## src/rtl/flopr_en.sv

```systemverilog
// flopr_en: WIDTH-bit D register with synchronous active-high reset and a
// load enable. The enable is a hold mux that feeds q back to its own input,
// so the clock always runs ungated and every bit of q changes only on the
// rising edge of clk.
module flopr_en #(
    parameter int               WIDTH       = 32,
    parameter logic [WIDTH-1:0] RESET_VALUE = '0
) (
    input  logic             clk,
    input  logic             reset,
    input  logic             en,
    input  logic [WIDTH-1:0] d,
    output logic [WIDTH-1:0] q
);

    logic [WIDTH-1:0] d_next;

    // Hold mux: load d when enabled, otherwise recirculate the current value.
    always_comb begin
        d_next = q;
        if (en) begin
            d_next = d;
        end
    end

    // State register. Reset is tested first so that an X or Z on en or d
    // cannot stop q from reaching RESET_VALUE while reset is high.
    always_ff @(posedge clk) begin
        if (reset) begin
            q <= RESET_VALUE;
        end else begin
            q <= d_next;
        end
    end

endmodule

```

## config.mk

```make
export PLATFORM = sky130hd
export DESIGN_NAME = flopr_en
export DESIGN_NICKNAME = d
export VERILOG_FILES = /design/src/rtl/flopr_en.sv
export SDC_FILE = /design/constraint.sdc
export NUM_CORES = 1
export LEC_CHECK = 0
export CORE_MARGIN = 5
export CORE_UTILIZATION = 30
export CTS_CLUSTER_DIAMETER = 30
export DETAILED_ROUTE_END_ITERATION = 8
export PLACE_DENSITY = 0.69
export SLEW_MARGIN = 10
export SYNTH_ARGS = -nofsm -noshare
export SYNTH_HDL_FRONTEND = slang
export SYNTH_SLANG_ARGS = --single-unit
```

## constraint.sdc

```tcl
create_clock -name clk -period 0.8 [get_ports clk]
set_input_delay 0.12 -clock clk [delete_from_list [all_inputs] [get_ports clk]]
set_output_delay 0.12 -clock clk [all_outputs]
set_load 0.02 [all_outputs]
```

==> summary.txt <==
Worst setup path
  – CP max stage delay: 0.34 ns
  – Largest delay contributor family on the critical path: flip-flops
  – Crit Path Class: flop to output port
  – Reg2reg end: q[2]
  – Nature of the critical path startpoint: flop
  – Worst EP arrival: 0.74 ns
  – Critical path's slowest cell: dfxtp_2
  – Critical R2R Launch: q[2]
  – R2r worst-path depth: 3
  – Worst setup path startpoint: q[10]
  – Required time worst endpoint: ~0.7 ns
  – Buffers & Inverters on Critical Path: 1
  – CP Max Fanout: 2
  – Worst setup path end: q[10]
  – CP Cell Sequence: buf_6
  – Stages on the worst setup path: 1
  – Register-to-register setup slack: ~0.080 ns
  – Setup crit end kind: output port

Floorplanning
  – Core Area: ~0.0037 mm^2
  – Die W: 72.3 um
  – Die height: 72.3 um
  – Rows: 22
  – # IOs: 67
  – Die area: 0.00522 mm^2
  – Initial core utilization: a little under a third

Route
  – # DRC: 0
  – Wire per inst: between 10 and 15 um
  – Total number of vias: a little under 1000
  – DRT antenna net count: 0
  – Drt pass-1 iters: 3
  – Initial DRC count: 31
  – DR vias/cell: about 4.4
  – Final WL: roughly 3000 um

Placement
  – Buffers on Ports: 66
  – Gpl congestion: 0.778
  – Placed cell areas: around 0.0019 mm^2
  – DP HPWL: 2240 um

Global routing
  – First-pass GRT wire length: just under 5000 um
  – Gr usage total: between 10% and 20%
  – Remaining global-route overflow: 0
  – Vias in the first global route: between 1000 and 1500
  – Largest net degree at the start of global routing: 33
  – Antenna violations before repair: 0

Synth
  – Post-synthesis sequential area ratio: between 50% and 60%
  – Synth top area cells: dfxtp_1 55%, mux2i_1 28%, nor2_1 10%, buf_12 5.2%, buf_6 0.97%
  – Syn Inst Count: 103
  – Yosys reg bits: 32
  – Ys Warns: 0
  – Largest area contributor in the synthesized netlist: dfxtp_1
  – Post-synth top area share: a little under three fifths
  – Cell Area, Synth: 0.00116 mm^2
  – Syn nets: 138
  – Mean Syn Cell Area: ~11 um^2
  – Synth unique cells: 6

Timing
  – Unrepaired setup endpoints after global routing: yes
  – Final worst setup slack: -0.0569 ns
  – Pins Over Slew Limit: 0
  – Max Clk Rate: 1170 MHz
  – Final hold viol count: 0
  – # setup viols final: 32
  – Final Skew: 0 ns
  – Slew headroom: between 80 and 90%
  – Tmin final: about 0.86 ns
  – Worst Max-Slew Pin Slew: 0.152 ns
  – Final cycle utilization of the critical path: 107%

Layout
  – Area growth syn-to-layout: 75.1%
  – Filler cells: 335
  – Register Area: 681 um^2
  – Largest Register: q
  – Share of layout cells above drive strength 1: 44.0%
  – Top flop regs: q: 32 flops
  – Antenna Cells: 0
  – Multi-input logic area: 440 um^2
  – Final instance area: approximately 0.0020 mm^2
  – Layout net count: 210
  – Largest register FFs: 32

Pwr
  – Cell area power density: between 1500 and 2000 mW/mm^2
  – Total Power: ~3.7 mW
  – VDD IR max: 0.00105 V
  – Total leakage power: 0.936 nW

Clocking
  – CTS Hold Bufs: 0
  – CTS clk-pin slew, worst paths: 0.07 ns
  – H-tree depth: 2
  – CTS tree: yes
  – Cts bufs inserted: 5
  – Root Driver: clkbuf_8
  – Clock Sinks: 32
  – Clock tree buffer depth: 2
  – Clock latency on the worst-skew pair: 0.27 ns

Flow run
  – Max-cap violations: 0

Outcome
  – Status: finished with violations
  – Violated checks: negative setup slack

Worst hold path
  – Worst hold path class: primary input to flop
## layout by cell type, fill, tap and decap left out
cell,synthesis,routed
clkdlybuf4s50_1,0,33
mux2i_1,32,32
nor2_1,32,32
buf_6,1,32
dfxtp_2,0,32
clkbuf_8,0,5
buf_12,3,3
buf_4,0,3
clkinv_2,0,1
clkbuf_1,3,1
buf_2,0,1
## worst min path at each step
stage | to | slack (ns) | startpoint | cells past startpoint
6_report | q[28] | 0.36 | en | 4
5_1_grt | q[10] | 0.37 | en | 4
4_1_cts | q[10] | 0.35 | en | 4
3_5_place_dp | q[6] | 0.48 | q[6] | 2
3_3_place_gp | q[27] | 0.47 | q[27] | 2
2_1_floorplan | q[29] | 0.19 | reset | 1
## through the flow
stage | instances | util (%) | TNS, ns | hold WS, ns | setup slack [ns]
finish | 223 | 54.8 | -1.39 | 0.356 | -0.0569
global route | 223 | 54.8 | -2.29 | 0.372 | -0.0928
CTS | 221 | 54.4 | -1.79 | 0.354 | -0.0662
detailed placement | 214 | 50.2 | -14.35 | 0.480 | -0.255
global placement | 214 | 50.2 | -13.91 | 0.472 | -0.255
floorplan | 103 | - | 0 | 0.192 | 0.0873
## what timing repair did
action | CTS | global route
setup buffers | 0 | 2
endpoints found under the hold margin | 0 | 0
setup endpoints to repair | 32 | 32
gates resized for setup | 224 | 0
## cell families after synthesis
kind of cell	after synthesis	synth area share, %
buffers and inverters	7	7.10
flip-flops	32	55.1
AND/OR/NAND/NOR	32	10.3
multiplexers	32	27.5
## metal layers
metal / GRT usage, % / up-vias / share of wire [%]
met4: 7.31 / 0 / 2.8
met1: 13.9 / 446 / 39
li1: - / 481 / -
met3: 4.99 / 9 / 10
met2: 19.4 / 46 / 48
met5: 0 / - / 0
## cell type report
class / count / area share (%)
multi-input combinational: 64 / 21.6
clock inverter: 1 / 0.246
tap: 48 / 2.95
timing repair buffer: 72 / 38.2
clock buffer: 6 / 3.56
sequential: 32 / 33.4
## synthesized netlist by cell type
cell type and number:
nor2_1 32, clkbuf_1 3, buf_12 3, mux2i_1 32
dfxtp_1 32, buf_6 1
## power breakdown
group	total (mW)	switching (mW)	internal, mW
registers	1.78	0.0667	1.71
logic	0.748	0.304	0.443
clock network	1.13	0.542	0.590
Note: power is estimated with default switching activity, not from simulation.
